**config.mk**
```make
export PLATFORM = sky130hd
export DESIGN_NAME = wrr_arb_flat
export DESIGN_NICKNAME = d
export VERILOG_FILES = /design/src/rtl/wrr_arb_if.sv /design/src/rtl/wrr_arb.sv /design/src/flat_wrapper.sv
export SDC_FILE = /design/constraint.sdc
export NUM_CORES = 1
export LEC_CHECK = 0
export ABC_CLOCK_PERIOD_IN_PS = 2870
export CAP_MARGIN = 20
export CELL_PAD_IN_SITES_DETAIL_PLACEMENT = 0
export CELL_PAD_IN_SITES_GLOBAL_PLACEMENT = 1
export CORE_ASPECT_RATIO = 1.4
export CORE_UTILIZATION = 35
export CTS_BUF_LIST = sky130_fd_sc_hd__clkbuf_16
export DETAILED_ROUTE_END_ITERATION = 16
export GPL_TIMING_DRIVEN = 0
export PLACE_DENSITY_LB_ADDON = 0.1
export SLEW_MARGIN = 20
export SYNTH_ARGS = -nofsm -noshare
export SYNTH_HDL_FRONTEND = slang
export SYNTH_SLANG_ARGS = --single-unit
export TNS_END_PERCENT = 50
```
**constraint.sdc**
```tcl
create_clock -name clk -period 2.87 [get_ports clk]
set_clock_uncertainty 0.1 [all_clocks]
set_input_delay 0.7175 -clock clk [delete_from_list [all_inputs] [get_ports clk]]
set_output_delay 0.7175 -clock clk [all_outputs]
set_load 0.01 [all_outputs]
```
**src/rtl/wrr_arb_if.sv**
```systemverilog
// Request/grant bundle between requesters and the weighted round-robin arbiter.
// The arbiter connects through the slave modport; the requester side uses master.
interface wrr_arb_if #(
   parameter int N = 4,
   parameter int W = 4
);
   localparam int IW = $clog2(N);

   logic [N-1:0]   req;
   logic [N*W-1:0] weight;
   logic           ack;
   logic [N-1:0]   grant;
   logic           grant_valid;
   logic [IW-1:0]  grant_id;

   modport master (
      output req, weight, ack,
      input  grant, grant_valid, grant_id
   );

   modport slave (
      input  req, weight, ack,
      output grant, grant_valid, grant_id
   );
endinterface

```
**src/rtl/wrr_arb.sv**
```systemverilog
// Weighted round-robin arbiter: one owner at a time keeps the grant for up to
// weight[owner] acknowledged transactions, then the grant rotates after ptr.
module wrr_arb #(
   parameter int N = 4,
   parameter int W = 4
) (
   input logic      clk,
   input logic      rst_n,
   wrr_arb_if.slave bus
);
   localparam int IW = $clog2(N);

   typedef enum logic {IDLE = 1'b0, OWN = 1'b1} state_t;

   state_t        state_r;
   state_t        state_s;
   logic [IW-1:0] owner_r;
   logic [IW-1:0] owner_s;
   logic [IW-1:0] ptr_r;
   logic [IW-1:0] ptr_s;
   logic [W-1:0]  credit_r;
   logic [W-1:0]  credit_s;
   logic [N-1:0]  grant_r;
   logic [N-1:0]  grant_s;
   logic [IW-1:0] grant_id_r;
   logic [IW-1:0] grant_id_s;
   logic          grant_valid_r;
   logic          grant_valid_s;
   logic [N-1:0]  others_s;
   logic          own_req_s;
   logic [IW:0]   pick_s;

   // First set bit of cand after position from, wrapping; MSB flags a hit.
   // Scanning from the far end lets the nearest candidate win without a break.
   function automatic logic [IW:0] pick_next(input logic [N-1:0] cand,
                                             input logic [IW-1:0] from);
      logic [IW:0] res;
      int          idx;
      res = {(IW+1){1'b0}};
      for (int k = N; k >= 1; k--) begin
         idx = (int'(from) + k) % N;
         if (cand[idx]) begin
            res = {1'b1, IW'(idx)};
         end else begin
            res = res;
         end
      end
      return res;
   endfunction

   // Weight of requester id as a starting credit; a zero weight still earns one transaction.
   function automatic logic [W-1:0] load_credit(input logic [N*W-1:0] wv,
                                                input logic [IW-1:0] id);
      logic [W-1:0] w;
      w = wv[int'(id)*W +: W];
      if (w == {W{1'b0}}) begin
         return W'(1'b1);
      end else begin
         return w;
      end
   endfunction

   function automatic logic [N-1:0] to_onehot(input logic [IW-1:0] id);
      logic [N-1:0] v;
      v = {N{1'b0}};
      v[id] = 1'b1;
      return v;
   endfunction

   // Next-state logic: ownership hand-off, credit accounting and pointer update.
   always_comb begin
      state_s   = state_r;
      owner_s   = owner_r;
      credit_s  = credit_r;
      ptr_s     = ptr_r;
      own_req_s = bus.req[owner_r];
      others_s  = bus.req & ~to_onehot(owner_r);
      pick_s    = {(IW+1){1'b0}};
      case (state_r)
         IDLE: begin
            pick_s = pick_next(bus.req, ptr_r);
            if (pick_s[IW]) begin
               state_s  = OWN;
               owner_s  = pick_s[IW-1:0];
               credit_s = load_credit(bus.weight, pick_s[IW-1:0]);
            end else begin
               state_s = IDLE;
            end
         end
         OWN: begin
            if (bus.ack && own_req_s && (credit_r > W'(1'b1))) begin
               credit_s = credit_r - W'(1'b1);
            end else if (bus.ack || !own_req_s) begin
               // Release: rotate to the next other requester, else re-grant or go idle.
               ptr_s  = owner_r;
               pick_s = pick_next(others_s, owner_r);
               if (pick_s[IW]) begin
                  owner_s  = pick_s[IW-1:0];
                  credit_s = load_credit(bus.weight, pick_s[IW-1:0]);
               end else if (own_req_s) begin
                  credit_s = load_credit(bus.weight, owner_r);
               end else begin
                  state_s  = IDLE;
                  credit_s = {W{1'b0}};
               end
            end else begin
               credit_s = credit_r;
            end
         end
         default: begin
            state_s = IDLE;
         end
      endcase
   end

   // Grant outputs derived from the upcoming state so they can be registered.
   always_comb begin
      grant_s       = {N{1'b0}};
      grant_id_s    = {IW{1'b0}};
      grant_valid_s = 1'b0;
      if (state_s == OWN) begin
         grant_s       = to_onehot(owner_s);
         grant_id_s    = owner_s;
         grant_valid_s = 1'b1;
      end else begin
         grant_s       = {N{1'b0}};
         grant_id_s    = {IW{1'b0}};
         grant_valid_s = 1'b0;
      end
   end

   // State and output registers; reset leaves ptr at N-1 so requester 0 goes first.
   always_ff @(posedge clk or negedge rst_n) begin
      if (!rst_n) begin
         state_r       <= IDLE;
         owner_r       <= {IW{1'b0}};
         ptr_r         <= IW'(N-1);
         credit_r      <= {W{1'b0}};
         grant_r       <= {N{1'b0}};
         grant_id_r    <= {IW{1'b0}};
         grant_valid_r <= 1'b0;
      end else begin
         state_r       <= state_s;
         owner_r       <= owner_s;
         ptr_r         <= ptr_s;
         credit_r      <= credit_s;
         grant_r       <= grant_s;
         grant_id_r    <= grant_id_s;
         grant_valid_r <= grant_valid_s;
      end
   end

   assign bus.grant       = grant_r;
   assign bus.grant_id    = grant_id_r;
   assign bus.grant_valid = grant_valid_r;
endmodule

```
**src/flat_wrapper.sv**
```systemverilog
// flat-port wrapper written by rule: the top's interface ports become plain ports
module wrr_arb_flat 
#(
   parameter int N = 4,
   parameter int W = 4
)
  (clk, rst_n, bus_req, bus_weight, bus_ack, bus_grant, bus_grant_valid, bus_grant_id);
  wrr_arb_if #(.N(N), .W(W)) bus_i ();
  input logic clk;
  input logic rst_n;
  input wire logic [$bits(bus_i.req)-1:0] bus_req;
  input wire logic [$bits(bus_i.weight)-1:0] bus_weight;
  input wire logic [$bits(bus_i.ack)-1:0] bus_ack;
  output wire logic [$bits(bus_i.grant)-1:0] bus_grant;
  output wire logic [$bits(bus_i.grant_valid)-1:0] bus_grant_valid;
  output wire logic [$bits(bus_i.grant_id)-1:0] bus_grant_id;
  assign bus_i.req = bus_req;
  assign bus_i.weight = bus_weight;
  assign bus_i.ack = bus_ack;
  assign bus_grant = bus_i.grant;
  assign bus_grant_valid = bus_i.grant_valid;
  assign bus_grant_id = bus_i.grant_id;
  wrr_arb #(.N(N), .W(W)) u_core (.clk(clk), .rst_n(rst_n), .bus(bus_i));
endmodule
```
* Yosys cells after proc, flatten, opt, wreduce, memory -nomap -nowiden
Cells that the tools add are included.
Widths: inputs -> output; s select.
** Operators by class
- Add/sub/neg operators :: 9
- Multiply operators :: 0
- Divide/modulo/power cells :: 0
- Order comparisons :: 13
- Equal/unequal tests :: 2
- Shift-type cells :: 3
- Muxes and demuxes :: 65
- Bitwise logic cells :: 12
- Reductions and logical operators :: 19
** Operators by type and width (number)
- $shiftx 16x5->4 :: 3
- $mux 3 :: 12
- $mux 4 :: 9
- $lt 3x4->1 const B :: 8
- $mux 1 :: 25
- $bmux 1 s2 :: 9
- $reduce_or 2->1 :: 8
- $logic_not 4->1 :: 3
- $mux 2 :: 5
- $add 2x1->2 const B :: 4
- $add 2x2->2 const B :: 4
- $and 1x1->1 const A :: 8
- $pmux 4 s2 :: 1
- $lt 2x3->1 const B :: 2
- $and 4x4->4 :: 1
- $demux 1 s2 :: 2
- $ge 2x1->1 const B :: 2
- $gt 4x1->1 const B :: 1
- $logic_and 1x1->1 :: 4
- $not 4->4 :: 1
- $pmux 2 s2 :: 1
- $sub 4x1->4 const B :: 1
- $ne 3x3->1 const B :: 1
- $reduce_and 3->1 :: 1
- 6 further kinds :: 7
** Word-level totals
- Register bits :: 16
- Latch bits :: 0
- RAM bits :: 0
- Memory bits (read-only) :: 0
- Input bits :: 23
- Memories kept :: 0

* Logic depth before layout (Yosys ltp)
- Word-level depth :: 25
- Depth in mapped cells :: 10
- Depth with buffers taken out :: 9

* Least setup slack after synthesis
Ideal clock, no wire load.
- Kind :: register to register
- From :: register u_core.owner_r[0]
- To :: register u_core.credit_r[1]
- Setup time :: 0.132 ns
- Data arrival time :: 2.400 ns
- Slack :: 0.238 ns
- Cell stages (with the launch flop) :: 10
- Path buffers :: 1
- Cells stage by stage :: dfrtp_1 buf_4 inv_1 ha_1 mux2i_1 o211ai_1 a222oi_1 mux4_1 a21oi_1 o22ai_1
** On the way
- Longest elaborated chain between the ends :: 23
- Elaborated cells on any way between the ends :: 49
- Those cells by class :: 4 x add/sub; 2 x order compare; 1 x eq/ne; 2 x shift; 30 x mux; 2 x bitwise; 8 x reduce/logical
** Ends and longest elaborated chain
- start, declared :: line wrr_arb.sv:17 : logic [IW-1:0] owner_r;
- start signal, assigned :: line wrr_arb.sv:136 : owner_r <= {IW{1'b0}};
- start signal, assigned :: line wrr_arb.sv:144 : owner_r <= owner_s;
- $lt 2x3->1 (not written as such) or $ge 2x1->1 (tied branches) :: line wrr_arb.sv:66 : v[id] = 1'b1;
- $logic_and 1x1->1 (not written as such) :: line wrr_arb.sv:66
- $mux 1 (not written as such) :: line wrr_arb.sv:66
- $demux 1 s2
- $not 4->4 :: line wrr_arb.sv:77 : others_s = bus.req & ~to_onehot(owner_r);
- $and 4x4->4 :: line wrr_arb.sv:77
- $bmux 1 s2 :: line wrr_arb.sv:42 : if (cand[idx]) begin
- $mux 1 (not written as such) (2 in series) :: line wrr_arb.sv:42
- [6 not listed]
- $mux 3 :: line wrr_arb.sv:79 : case (state_r)
- $shiftx 16x5->4 :: line wrr_arb.sv:55 : w = wv[int'(id)*W +: W];
- $logic_not 4->1 :: line wrr_arb.sv:56 : if (w == {W{1'b0}}) begin
- $mux 4 :: line wrr_arb.sv:56
- $mux 4 :: line wrr_arb.sv:97 : if (pick_s[IW]) begin
- $mux 4 :: line wrr_arb.sv:93 : end else if (bus.ack || !own_req_s) begin
- $mux 4 :: line wrr_arb.sv:91 : if (bus.ack && own_req_s && (credit_r > W'(1'b1))) begin
- $pmux 4 s2 :: line wrr_arb.sv:79
- end signal, assigned :: line wrr_arb.sv:138 : credit_r <= {W{1'b0}};
- end signal, assigned :: line wrr_arb.sv:146 : credit_r <= credit_s;
- end, declared :: line wrr_arb.sv:21 : logic [W-1:0] credit_r;
Several ways; a longest one is shown, not always the timed one. The select of a mux whose other input is x is not followed.
A chain may end at the register's enable or synchronous reset.

* Final worst setup path
Same ends and word-level chain as after synthesis.

==> impl_metrics.ini <==
[timing]
timing.slew.headroom = 0.578
worst_hold_slack_ps = 423
hold_viol = 0
fin_crit_ps = 2720
rsz0062_at_grt = false
maxSlewViolCount = 0
fmax_mhz = 367
setup_viol = 0
fin_ws_ps = 147
period_share = 0.949
worst_pin_slew_ps = 631

[outcome]
outcome = finished clean

[power]
p_leak_nw = 0.855
ir_worst_vdd_mv = 0.440
cellPowerDensity_mw_per_mm2 = 1060

[routing]
first_iter_violations = 54
totalWireLength_mm = 4.38
top_layer_used = met4
drtAntennaViolNets = 0
routedWlPerCell_um = 16.1
dr_wl_met2_mm = 2.29
vias = 1575
wl_met1_mm = 1.92
dr.pass1.iters = 4
drc_errors = 0
wl_met3_um = 109
viasPerCell = 5.81

[worst_setup_path]
slowest_stage = mux4_1
ff2ff_path_depth = 9
arrival_ps = 2740
criticalPathCategory = flop to flop
crit_fanout = 10
rr_startpoint = u_core.owner_r[0]
critPathLaunchType = flop
end_kind = flop
ff2ff_setup_slack_ps = 150
critical_path_required_ps = 2880
crit_path_cell_trace = buf_6 > clkinvlp_4 > ha_1 > and2b_4 > nor2_1 > a31oi_4 > mux4_1 > a21oi_1 > o22ai_1
max_stage_delay_ps = 600
timing.rr.end = u_core.credit_r[1]

[clock_tree]
worstSkewPairLatency_ps = 240
cts_buffers = 3
clock-sinks = 15
clkTransAtPathRegs_ps = 50
root_buffer = clkbuf_16
h-tree-depth = 1
cts-hold-fix-buffers = 0
cts_tree = built
clockBufferDepth = 2

[placement]
placed_area_sq_mm = 0.00192
io_buffers = 29
dp_hpwl_mm = 3.41
placed_cells = 263
place_ws_ps = -559
routabilityCongestion = 0.805

[synthesis]
ys_types = 57
syn_area_sq_mm = 0.00156
avgSynthCellArea_sq_um = 8.94
syn_inst = 174
synth_edf_count = 0
ys_warn_count = 0
synth_ff_type = dfrtp_1
ys_seq_area_frac = 0.243
synth-seq-cells = 15
synth_nets = 203
async_flop_share = 1.00

[global_route]
grt_antenna_before_repair = 0
grt_first_pass_wirelength_mm = 7.27
grt-ovfl-total = 0
gr-usage-all-layers = 0.199
grt_pass1_vias = 1518
grt_start_max_net_pins = 16

[cells_and_area]
num-nets-final = 241
post-route-util = 0.500
final_area_sq_mm = 0.00212
diodes = 0
layout.cells.non_filler = 271
drive_gt1_frac = 0.213
area_growth_pct = 36.2

[floorplan]
die_width_um = 58.3
start_util = 0.367
die_y_um = 80.9
io_pins = 30
die_area_sq_mm = 0.00472
design.core.area_sq_mm = 0.00424
rows = 28

[hold_path]
hold_path.class = flop to flop
holdPathEnd = u_core.ptr_r[0]
hp-start = u_core.ptr_r[0]
whs_path_depth = 2

[run]
drv_cap = 0
[metrics by stage]
step | setup TNS, ps | power (mW)
after floorplan | 0 | 1.42
after global placement | -5070 | 1.78
after detailed placement | -5280 | 1.81
after CTS | -11.1 | 2.15
after global routing | 0 | 2.44
final | 0 | 2.25
[flip-flops by register name, indices dropped and copies added, names as in the netlist]
name,flops
u_core.owner_r,2
u_core.bus.grant_id,2
u_core.bus.grant_valid,1
u_core.credit_r,4
u_core.bus.grant,4
u_core.ptr_r,2
[cells in the mapped netlist (3+ instances only)]
| library cell | instances | area [sq um] |
|---|---|---|
| nand2_1 | 21 | 78.8 |
| nor2_1 | 17 | 63.8 |
| dfrtp_1 | 13 | 325 |
| a21oi_1 | 12 | 60.1 |
| nor3_1 | 9 | 45.0 |
| inv_1 | 8 | 30.0 |
| ha_1 | 6 | 75.1 |
| o21ai_0 | 6 | 30.0 |
| o31ai_1 | 6 | 45.0 |
| mux2i_1 | 5 | 50.1 |
| mux4_2 | 5 | 113 |
| a211oi_1 | 3 | 22.5 |
| and2_1 | 3 | 18.8 |
| mux4_1 | 3 | 78.8 |
| nor3b_1 | 3 | 22.5 |
[logic make-up (layout without fill, tap and decap cells)]
group | Yosys count | in the layout | synth area share
fa+ha+maj | 6 | 6 | 0.0483
flops | 15 | 15 | 0.243
simple gates | 76 | 76 | 0.276
compound gates | 50 | 50 | 0.232
xor+xnor | 2 | 2 | 0.0113
mux | 13 | 13 | 0.155
buf+inv | 12 | 49 | 0.0346
[cell usage in the layout (no fill, tap or decap), drive strengths merged, types with 3 or more instances in the layout]
master and n:
inv 7, nand2 21, a211oi 3, buf 6, o31ai 6, and2 4, a21oi 13, mux2i 5
ha 6, mux4 8, o21ai 8, clkbuf 4, clkdlybuf4s50 25, nor2 18, nor3b 3, nor3 12
nor2b 3, and2b 3, dfrtp 13
[area by class of cell]
| class | count | area, sq um |
|---|---|---|
| clock buffer | 3 | 75.1 |
| clock inverter | 1 | 5.00 |
| buffer | 3 | 26.3 |
| multi-input combinational | 147 | 1190 |
| inverter | 9 | 38.8 |
| timing repair buffer | 33 | 323 |
| tap | 60 | 75.1 |
| fill | 430 | 2120 |
| sequential | 15 | 380 |
[power by group]
group / switching (mW) / leakage (nW) / internal [mW]
Clock: 0.0826 / 0.0409 / 0.186
Combinational: 0.827 / 0.637 / 0.735
Sequential: 0.0913 / 0.177 / 0.329
[routing by layer]
layer,vias to the layer above,global-route usage
met1,795,0.255
li1,742,-
met2,34,0.352
met5,-,0
met3,4,0.0127
met4,0,0.0643
[worst max-delay path by stage]
| stage | endpoint | slack, ps | from |
|---|---|---|---|
| 2_1_floorplan | u_core.credit_r[1] | 240 | u_core.owner_r[0] |
| 3_3_place_gp | u_core.credit_r[0] | -550 | bus_req[0] |
| 3_5_place_dp | u_core.credit_r[1] | -560 | bus_req[0] |
| 4_1_cts | u_core.credit_r[1] | -10 | bus_req[0] |
| 5_1_grt | u_core.credit_r[1] | 40 | u_core.owner_r[1] |
| 6_report | u_core.credit_r[1] | 150 | u_core.owner_r[0] |
[critical path, delay by kind of cell (launching register included)]
family          cells  cell delay [ps]
mux                 1              600
flops               1              390
simple gates        2              370
buf+inv             2              340
compound gates      3              540
fa+ha+maj           1              240
[repair_timing]
item,CTS,global route
pin swaps,1,3
endpoints found under the setup margin,12,9
gates cloned,0,0
gates resized for setup,9,13
setup buffers,1,3
(Power assumes the default switching activity.)
